File: src/rtl/uart_program_loader_pkg.sv
// Shared definitions for the UART program loader: FSM encodings and 8N1 constants.
package uart_program_loader_pkg;

  localparam logic [7:0] SYNC_BYTE_DEFAULT = 8'hA5;

  localparam int   UART_DATA_BITS  = 8;
  localparam logic UART_IDLE_LEVEL = 1'b1;
  localparam logic UART_STOP_LEVEL = 1'b1;

  typedef enum logic [1:0] {
    RX_IDLE,
    RX_START,
    RX_DATA,
    RX_STOP
  } rx_state_e;

  typedef enum logic [1:0] {
    LD_IDLE,
    LD_COUNT,
    LD_DATA,
    LD_CHECK
  } ld_state_e;

endpackage

File: src/rtl/uart_program_loader_if.sv
// Text-memory write port: the loader drives it, the instruction memory receives it.
interface uart_program_loader_if #(
  parameter int ADDR_WIDTH = 8
) ();

  logic                  imem_we;
  logic [ADDR_WIDTH-1:0] imem_addr;
  logic [31:0]           imem_wdata;

  modport master (output imem_we, imem_addr, imem_wdata);
  modport slave  (input  imem_we, imem_addr, imem_wdata);

endinterface

File: src/rtl/uart_program_loader_uart_rx_byte.sv
// 8N1 UART byte receiver with two-flop synchronizer and centre sampling.
//
// state    | meaning
// RX_IDLE  | line idle, watching for a falling edge
// RX_START | half a bit after the edge; re-check start bit (high = false start)
// RX_DATA  | sampling 8 data bits LSB first at bit centres
// RX_STOP  | sampling stop bit; high -> valid, low -> frame_err
module uart_rx_byte
  import uart_program_loader_pkg::*;
#(
  parameter int CLKS_PER_BIT = 104
) (
  input  logic       clk,
  input  logic       rst,
  input  logic       rx_in,
  output logic [7:0] data,
  output logic       valid,
  output logic       frame_err
);

  localparam int TW = (CLKS_PER_BIT > 4) ? $clog2(CLKS_PER_BIT) : 2;
  localparam logic [TW-1:0] FULL_BIT = TW'(CLKS_PER_BIT - 1);
  localparam logic [TW-1:0] HALF_BIT = TW'(CLKS_PER_BIT / 2 - 1);
  localparam logic [2:0]    LAST_BIT = 3'(UART_DATA_BITS - 1);

  rx_state_e   state_q, state_d;
  logic        sync1_q, sync1_d;
  logic        sync2_q, sync2_d;
  logic        prev_q, prev_d;
  logic [TW-1:0] timer_q, timer_d;
  logic [2:0]  bit_idx_q, bit_idx_d;
  logic [7:0]  shift_q, shift_d;
  logic        valid_q, valid_d;
  logic        frame_err_q, frame_err_d;

  // State, synchronizer and datapath registers
  always_ff @(posedge clk) begin
    if (!rst) begin
      state_q     <= RX_IDLE;
      sync1_q     <= UART_IDLE_LEVEL;
      sync2_q     <= UART_IDLE_LEVEL;
      prev_q      <= UART_IDLE_LEVEL;
      timer_q     <= '0;
      bit_idx_q   <= '0;
      shift_q     <= '0;
      valid_q     <= 1'b0;
      frame_err_q <= 1'b0;
    end else begin
      state_q     <= state_d;
      sync1_q     <= sync1_d;
      sync2_q     <= sync2_d;
      prev_q      <= prev_d;
      timer_q     <= timer_d;
      bit_idx_q   <= bit_idx_d;
      shift_q     <= shift_d;
      valid_q     <= valid_d;
      frame_err_q <= frame_err_d;
    end
  end

  // Bit timing and next-state logic; valid/frame_err land one cycle after the stop sample
  always_comb begin
    state_d     = state_q;
    sync1_d     = rx_in;
    sync2_d     = sync1_q;
    prev_d      = sync2_q;
    timer_d     = timer_q;
    bit_idx_d   = bit_idx_q;
    shift_d     = shift_q;
    valid_d     = 1'b0;
    frame_err_d = 1'b0;

    if (timer_q != '0) timer_d = timer_q - 1'b1;

    unique case (state_q)
      RX_IDLE: begin
        if (prev_q && !sync2_q) begin
          state_d = RX_START;
          timer_d = HALF_BIT;
        end
      end
      RX_START: begin
        if (timer_q == '0) begin
          if (sync2_q) begin
            state_d = RX_IDLE;
          end else begin
            state_d   = RX_DATA;
            timer_d   = FULL_BIT;
            bit_idx_d = '0;
          end
        end
      end
      RX_DATA: begin
        if (timer_q == '0) begin
          shift_d   = {sync2_q, shift_q[7:1]};
          timer_d   = FULL_BIT;
          bit_idx_d = bit_idx_q + 3'd1;
          if (bit_idx_q == LAST_BIT) state_d = RX_STOP;
        end
      end
      RX_STOP: begin
        if (timer_q == '0) begin
          state_d = RX_IDLE;
          if (sync2_q == UART_STOP_LEVEL) valid_d = 1'b1;
          else                            frame_err_d = 1'b1;
        end
      end
      default: state_d = RX_IDLE;
    endcase
  end

  assign data      = shift_q;
  assign valid     = valid_q;
  assign frame_err = frame_err_q;

endmodule

File: src/rtl/uart_program_loader.sv
// Loads a framed program from UART into text memory and holds the core until it checks out.
//
// state    | meaning
// LD_IDLE  | waiting for the sync byte; other bytes ignored
// LD_COUNT | next byte is N (word count - 1)
// LD_DATA  | assembling little-endian words, writing each on its 4th byte
// LD_CHECK | next byte is the XOR checksum of all data bytes
module uart_program_loader
  import uart_program_loader_pkg::*;
#(
  parameter int          CLKS_PER_BIT = 104,
  parameter int          ADDR_WIDTH   = 8,
  parameter logic [7:0]  SYNC_BYTE    = SYNC_BYTE_DEFAULT,
  parameter int          TIMEOUT_BITS = 40
) (
  input  logic                    clk,
  input  logic                    rst,
  input  logic                    uart_rx,
  uart_program_loader_if.master   imem,
  output logic                    core_hold,
  output logic                    loading,
  output logic                    done,
  output logic                    error
);

  localparam int CW         = ADDR_WIDTH + 2;
  localparam int TO_CYCLES  = TIMEOUT_BITS * CLKS_PER_BIT;
  localparam int TOW        = $clog2(TO_CYCLES + 1);
  localparam logic [TOW-1:0] TO_RELOAD = TOW'(TO_CYCLES - 1);

  logic [7:0] rx_data;
  logic       rx_valid;
  logic       rx_frame_err;

  uart_rx_byte #(
    .CLKS_PER_BIT(CLKS_PER_BIT)
  ) u_rx (
    .clk      (clk),
    .rst      (rst),
    .rx_in    (uart_rx),
    .data     (rx_data),
    .valid    (rx_valid),
    .frame_err(rx_frame_err)
  );

  ld_state_e             state_q, state_d;
  logic [CW-1:0]         byte_cnt_q, byte_cnt_d;
  logic [ADDR_WIDTH-1:0] last_word_q, last_word_d;
  logic [23:0]           word_q, word_d;
  logic [7:0]            chk_q, chk_d;
  logic [TOW-1:0]        timer_q, timer_d;
  logic                  imem_we_q, imem_we_d;
  logic [ADDR_WIDTH-1:0] imem_addr_q, imem_addr_d;
  logic [31:0]           imem_wdata_q, imem_wdata_d;
  logic                  core_hold_q, core_hold_d;
  logic                  loading_q, loading_d;
  logic                  done_q, done_d;
  logic                  error_q, error_d;

  // Loader state and output registers
  always_ff @(posedge clk) begin
    if (!rst) begin
      state_q      <= LD_IDLE;
      byte_cnt_q   <= '0;
      last_word_q  <= '0;
      word_q       <= '0;
      chk_q        <= '0;
      timer_q      <= '0;
      imem_we_q    <= 1'b0;
      imem_addr_q  <= '0;
      imem_wdata_q <= '0;
      core_hold_q  <= 1'b1;
      loading_q    <= 1'b0;
      done_q       <= 1'b0;
      error_q      <= 1'b0;
    end else begin
      state_q      <= state_d;
      byte_cnt_q   <= byte_cnt_d;
      last_word_q  <= last_word_d;
      word_q       <= word_d;
      chk_q        <= chk_d;
      timer_q      <= timer_d;
      imem_we_q    <= imem_we_d;
      imem_addr_q  <= imem_addr_d;
      imem_wdata_q <= imem_wdata_d;
      core_hold_q  <= core_hold_d;
      loading_q    <= loading_d;
      done_q       <= done_d;
      error_q      <= error_d;
    end
  end

  // Frame parsing, word assembly, checksum and inter-byte timeout
  always_comb begin
    state_d      = state_q;
    byte_cnt_d   = byte_cnt_q;
    last_word_d  = last_word_q;
    word_d       = word_q;
    chk_d        = chk_q;
    timer_d      = timer_q;
    imem_we_d    = 1'b0;
    imem_addr_d  = imem_addr_q;
    imem_wdata_d = imem_wdata_q;
    core_hold_d  = core_hold_q;
    loading_d    = loading_q;
    done_d       = 1'b0;
    error_d      = error_q;

    if (timer_q != '0) timer_d = timer_q - 1'b1;

    if (rx_frame_err) begin
      // A corrupted byte poisons any frame in flight; the core stays held if it was.
      error_d   = 1'b1;
      loading_d = 1'b0;
      state_d   = LD_IDLE;
    end else if (rx_valid) begin
      timer_d = TO_RELOAD;
      unique case (state_q)
        LD_IDLE: begin
          if (rx_data == SYNC_BYTE) begin
            state_d     = LD_COUNT;
            error_d     = 1'b0;
            loading_d   = 1'b1;
            core_hold_d = 1'b1;
            byte_cnt_d  = '0;
            chk_d       = '0;
          end
        end
        LD_COUNT: begin
          if (int'(rx_data) >= (1 << ADDR_WIDTH)) begin
            error_d   = 1'b1;
            loading_d = 1'b0;
            state_d   = LD_IDLE;
          end else begin
            last_word_d = ADDR_WIDTH'(rx_data);
            state_d     = LD_DATA;
          end
        end
        LD_DATA: begin
          word_d = {rx_data, word_q[23:8]};
          chk_d  = chk_q ^ rx_data;
          if (byte_cnt_q[1:0] == 2'd3) begin
            imem_we_d    = 1'b1;
            imem_addr_d  = byte_cnt_q[CW-1:2];
            imem_wdata_d = {rx_data, word_q};
          end
          // Byte index tops out at 4*words-1, so the counter never wraps.
          if (byte_cnt_q == {last_word_q, 2'b11}) state_d = LD_CHECK;
          else                                    byte_cnt_d = byte_cnt_q + 1'b1;
        end
        LD_CHECK: begin
          state_d   = LD_IDLE;
          loading_d = 1'b0;
          if (rx_data == chk_q) begin
            done_d      = 1'b1;
            core_hold_d = 1'b0;
          end else begin
            error_d = 1'b1;
          end
        end
        default: state_d = LD_IDLE;
      endcase
    end else if (state_q != LD_IDLE && timer_q == '0) begin
      error_d   = 1'b1;
      loading_d = 1'b0;
      state_d   = LD_IDLE;
    end
  end

  assign imem.imem_we    = imem_we_q;
  assign imem.imem_addr  = imem_addr_q;
  assign imem.imem_wdata = imem_wdata_q;
  assign core_hold       = core_hold_q;
  assign loading         = loading_q;
  assign done            = done_q;
  assign error           = error_q;

endmodule

File: src/flat_wrapper.sv
// flat-port wrapper written by rule: the top's interface ports become plain ports
module uart_program_loader_flat import uart_program_loader_pkg::*;
#(
  parameter int          CLKS_PER_BIT = 104,
  parameter int          ADDR_WIDTH   = 8,
  parameter logic [7:0]  SYNC_BYTE    = SYNC_BYTE_DEFAULT,
  parameter int          TIMEOUT_BITS = 40
)
  (clk, rst, uart_rx, core_hold, loading, done, error, imem_imem_we, imem_imem_addr, imem_imem_wdata);
  uart_program_loader_if #(.ADDR_WIDTH(ADDR_WIDTH)) imem_i ();
  input  logic clk;
  input  logic rst;
  input  logic uart_rx;
  output logic core_hold;
  output logic loading;
  output logic done;
  output logic error;
  output wire logic [$bits(imem_i.imem_we)-1:0] imem_imem_we;
  output wire logic [$bits(imem_i.imem_addr)-1:0] imem_imem_addr;
  output wire logic [$bits(imem_i.imem_wdata)-1:0] imem_imem_wdata;
  assign imem_imem_we = imem_i.imem_we;
  assign imem_imem_addr = imem_i.imem_addr;
  assign imem_imem_wdata = imem_i.imem_wdata;
  uart_program_loader #(.CLKS_PER_BIT(CLKS_PER_BIT), .ADDR_WIDTH(ADDR_WIDTH), .SYNC_BYTE(SYNC_BYTE), .TIMEOUT_BITS(TIMEOUT_BITS)) u_core (.clk(clk), .rst(rst), .uart_rx(uart_rx), .imem(imem_i), .core_hold(core_hold), .loading(loading), .done(done), .error(error));
endmodule
File: config.mk
export PLATFORM = sky130hd
export DESIGN_NAME = uart_program_loader_flat
export DESIGN_NICKNAME = d
export VERILOG_FILES = /design/src/rtl/uart_program_loader_pkg.sv /design/src/rtl/uart_program_loader_if.sv /design/src/rtl/uart_program_loader_uart_rx_byte.sv /design/src/rtl/uart_program_loader.sv /design/src/flat_wrapper.sv
export SDC_FILE = /design/constraint.sdc
export NUM_CORES = 1
export LEC_CHECK = 0
export CAP_MARGIN = 20
export CELL_PAD_IN_SITES_DETAIL_PLACEMENT = 1
export CELL_PAD_IN_SITES_GLOBAL_PLACEMENT = 1
export CORE_MARGIN = 2
export CORE_UTILIZATION = 44
export DETAILED_ROUTE_END_ITERATION = 8
export PLACE_DENSITY_LB_ADDON = 0.1
export SYNTH_ARGS = -nofsm -noshare
export SYNTH_HDL_FRONTEND = slang
export SYNTH_HIERARCHICAL = 1
export SYNTH_SLANG_ARGS = --single-unit
File: constraint.sdc
create_clock -name clk -period 2.4 [get_ports clk]
set_input_delay 0.6 -clock clk [delete_from_list [all_inputs] [get_ports clk]]
set_output_delay 0.6 -clock clk [all_outputs]
set_load 0.1 [all_outputs]
==> summary.md <==
| Metric | Value |
|---|---|
| Logic pwr share | 19.2% |
| Core box area | 0.0137 mm² |
| Drt drc | 0 |
| GRT Residual Overflow | 0 |
| Vias in the first global route | 5,253 |
| CP arrival | 2.54 ns |
| Power Dens Cells | 836 mW/mm² |
| Post-DP HPWL | 10,700 µm |
| # clock sinks | 135 |
| Num CTS Buffers | 17 |
| Startpoint Class | flip-flop |
| CTS hold repair buffers | 0 |
| Share of cells above drive strength 1 | 14.7% |
| Crit Path Max Fanout | 20 |
| Setup CP Type | reg2reg |
| Worst min path class | reg2reg |
| Sw Ratio | 28.8% |
| Initial antenna violation count | 0 |
| CTS tree | yes |
| Internal Power | 4.30 mW |
| Setup bufs post-CTS | 0 |
| Minimum clock period | 2.20 ns |
| Maximum vdd drop | 0.552 mV |
| Post-DR vias/cell | 5.48 |
| Ys Warns | 6 |
| # fillers | 1,641 |
| Mapped Area | 0.00611 mm² |
| ANT cells | 0 |
| Sequential share of the synthesized area | 44.2% |
| First-pass GRT wire length | 25,800 µm |
| Final setup vio count | 0 |
| Router iterations before antenna repair | 4 |
| Yosys top cell by area | dfxtp_1 |
| Area grow syn2layout | 18.4% |
| All-Layer GR Usage | 22.0% |
| Mapped Cells | 720 |
| DR vias | 5,248 |
| Initial Utilization | 44.5% |
| Layout Cells excl Fill | 958 |
| Final Max Slew Viols | 0 |
| Yosys cell types | 62 |
| Primary FF master, synth | dfxtp_1 |
| Reg clk slew, reported paths | 0.05 ns |
| Clk Latency, worst-skew pair | 0.42 ns |
| Share of the synthesized area in the top cell type | 44.2% |
| Setup TNS | 0 ns |
| WL met1 | 7150 µm |
| F_max | 454 MHz |
| Fraction of power consumed by sequential logic | 42.3% |
| Iter 0 DRT Violations | 322 |
| Ranking of synthesized cells by area | dfxtp_1 44%, nand2_1 10%, a21boi_0 9.1% |
| ANT nets after route | 0 |
| WL/cell | 16.5 µm |
| Number of I/O pins | 48 |
| Cells after DPL | 926 |
| Sequential cell area | 0.00270 mm² |
| Syn_nets | 735 |
| Most common cell in the netlist | nand2_1 |
| Post-synth EDFFs | 0 |
| Nets | 780 |
| NetSw | 1.74 mW |
| WL met2 | 7840 µm |
| Synthesis-stage register bit count | 135 |
| Std cell rows | 43 |
| Clock power share | 38.6% |
| Final WL | 15,800 µm |
| Ys async rst share | 0% |
| Fin crit share | 91.9% |
| Die Footprint | 0.0148 mm² |
| Die width | 122 µm |
| Final Hold Vio Count | 0 |
| Skew final | 0.00908 ns |
| Clock root buffer | clkbuf_16 |
| R2R setup slack | 0.20 ns |
| RSZ-0062 raised after global routing | no |
| Crit end category | flip-flop |
| Port bufs | 47 |
| Max_cap viols | 0 |
| Status | completed |
| Routability cong. | 0.829 |
| Die Ht | 122 µm |
| CTS H-tree lvls | 4 |
| Critical Path RT | 2.73 ns |
| CTS resizes | 0 |
| Area occupied by multi-input gates | 0.00315 mm² |
| Measured slew at the worst slew-check pin | 0.740 ns |
| Commonest cells post-synth | 165 x nand2_1, 135 x dfxtp_1, 74 x a21boi_0 |
| Met3 WL | 578 µm |
| Clock Tree Buf Depth | 2 |
| Largest net degree at the start of global routing | 55 |
| Max_slew headroom | 50.7% |
| P_leak | 2.64 nW |
| Mean area per synthesized cell | 8.48 µm² |
| DR top layer | met4 |
-- layout by cell type (no fill, tap or decap), types with 4 or more instances in the layout --
| cell type | Yosys | final |
|---|---|---|
| nand2_1 | 165 | 165 |
| dfxtp_1 | 135 | 135 |
| a21boi_0 | 74 | 74 |
| buf_4 | 1 | 71 |
| nand3_1 | 28 | 28 |
| nor2_1 | 26 | 25 |
| a21oi_1 | 20 | 20 |
| clkbuf_16 | 0 | 17 |
| nand2b_1 | 17 | 17 |
| nand4_1 | 16 | 16 |
| o21ai_0 | 14 | 14 |
| inv_1 | 13 | 13 |
| nor2b_1 | 14 | 13 |
| xor2_1 | 13 | 13 |
| xnor2_1 | 12 | 12 |
| ha_1 | 12 | 12 |
| nor3_1 | 10 | 10 |
| and2_1 | 9 | 9 |
| o41ai_1 | 9 | 9 |
| a21boi_1 | 9 | 9 |
| o31ai_1 | 8 | 8 |
| clkinv_2 | 0 | 7 |
| or4_1 | 6 | 6 |
| and3_1 | 5 | 5 |
| o211ai_1 | 5 | 5 |
| o2111ai_1 | 4 | 4 |
-- routing by layer --
metal  global-route usage [%]  up-vias
li1                         -     2587
met1                     27.2     2552
met2                     38.4       90
met3                     3.79       19
met4                     7.76        0
met5                        0        -
-- path summary, 6_finish.rpt --
path,startpoint,to,depth (start not counted)
setup reg to reg,u_core/state_q[1],u_core/byte_cnt_q[4],6
hold / removal,u_core/u_rx/sync1_q,u_core/u_rx/prev_d,1
setup / recovery,u_core/state_q[1],u_core/byte_cnt_q[4],6
hold reg to reg,u_core/u_rx/sync1_q,u_core/u_rx/prev_d,1
-- flip-flops by register name, indices dropped and copies added, names as in the netlist, 2 cells and up, named ones only --
| signal | cells |
|---|---|
| u_core/imem.imem_wdata | 32 |
| u_core/word_q | 24 |
| u_core/timer_q | 13 |
| u_core/byte_cnt_q | 10 |
| u_core/chk_q | 8 |
| u_core/imem.imem_addr | 8 |
| u_core/last_word_q | 8 |
| u_core/u_rx/data | 8 |
| u_core/u_rx/timer_q | 7 |
| u_core/u_rx/bit_idx_q | 3 |
| u_core/state_q | 2 |
-- cells by family after synthesis --
kind of cell,count (synthesis),share of synthesized area [%]
AND/OR/NAND/NOR,323,26.1
AO/OA/AOI/OAI,160,18.9
flip-flops,135,44.2
buffers and inverters,62,4.20
XOR/XNOR,25,3.58
adder cells (fa/ha/maj),12,2.46
multiplexers,3,0.492
-- area by class of cell --
type                            count  area share (%)
Inverter                           14           0.727
Multi-Input combinational cell    523            43.6
Tap cell                          180            3.11
Timing Repair Buffer               74            7.85
Clock buffer                       23            6.61
Sequential cell                   135            37.4
Clock inverter                      9           0.709
-- power groups by stage --
stage	combinational, mW	sequential [mW]	clock, mW
2_1_floorplan	0.922	2.56	0
3_3_place_gp	1.10	2.59	0
3_5_place_dp	1.15	2.60	0
4_1_cts	1.16	2.55	2.37
5_1_grt	1.30	2.58	2.47
6_report	1.16	2.56	2.33
-- critical path, stage by stage, from the launching register on --
cell     delay [ns]
dfxtp_1        0.37
inv_1          0.09
ha_1           0.29
and3_1         0.20
o21ai_2        0.55
o21ai_0        0.42
a21oi_1        0.21
-- per-stage QoR --
step / total power [mW] / hold WS (ns) / setup slack (ns) / utilization (%) / area (µm²)
floorplan: 3.49 / 0.386 / 0.319 / - / 6110
global placement: 3.69 / 0.405 / 0.252 / 48.8 / 6700
detailed placement: 3.75 / 0.401 / 0.110 / 48.8 / 6700
CTS: 6.09 / 0.419 / 0.0891 / 52.7 / 7230
global route: 6.34 / 0.443 / 0.00415 / 52.7 / 7230
finish: 6.04 / 0.415 / 0.196 / 52.7 / 7230
No activity file was read; power rests on OpenSTA's default activity.
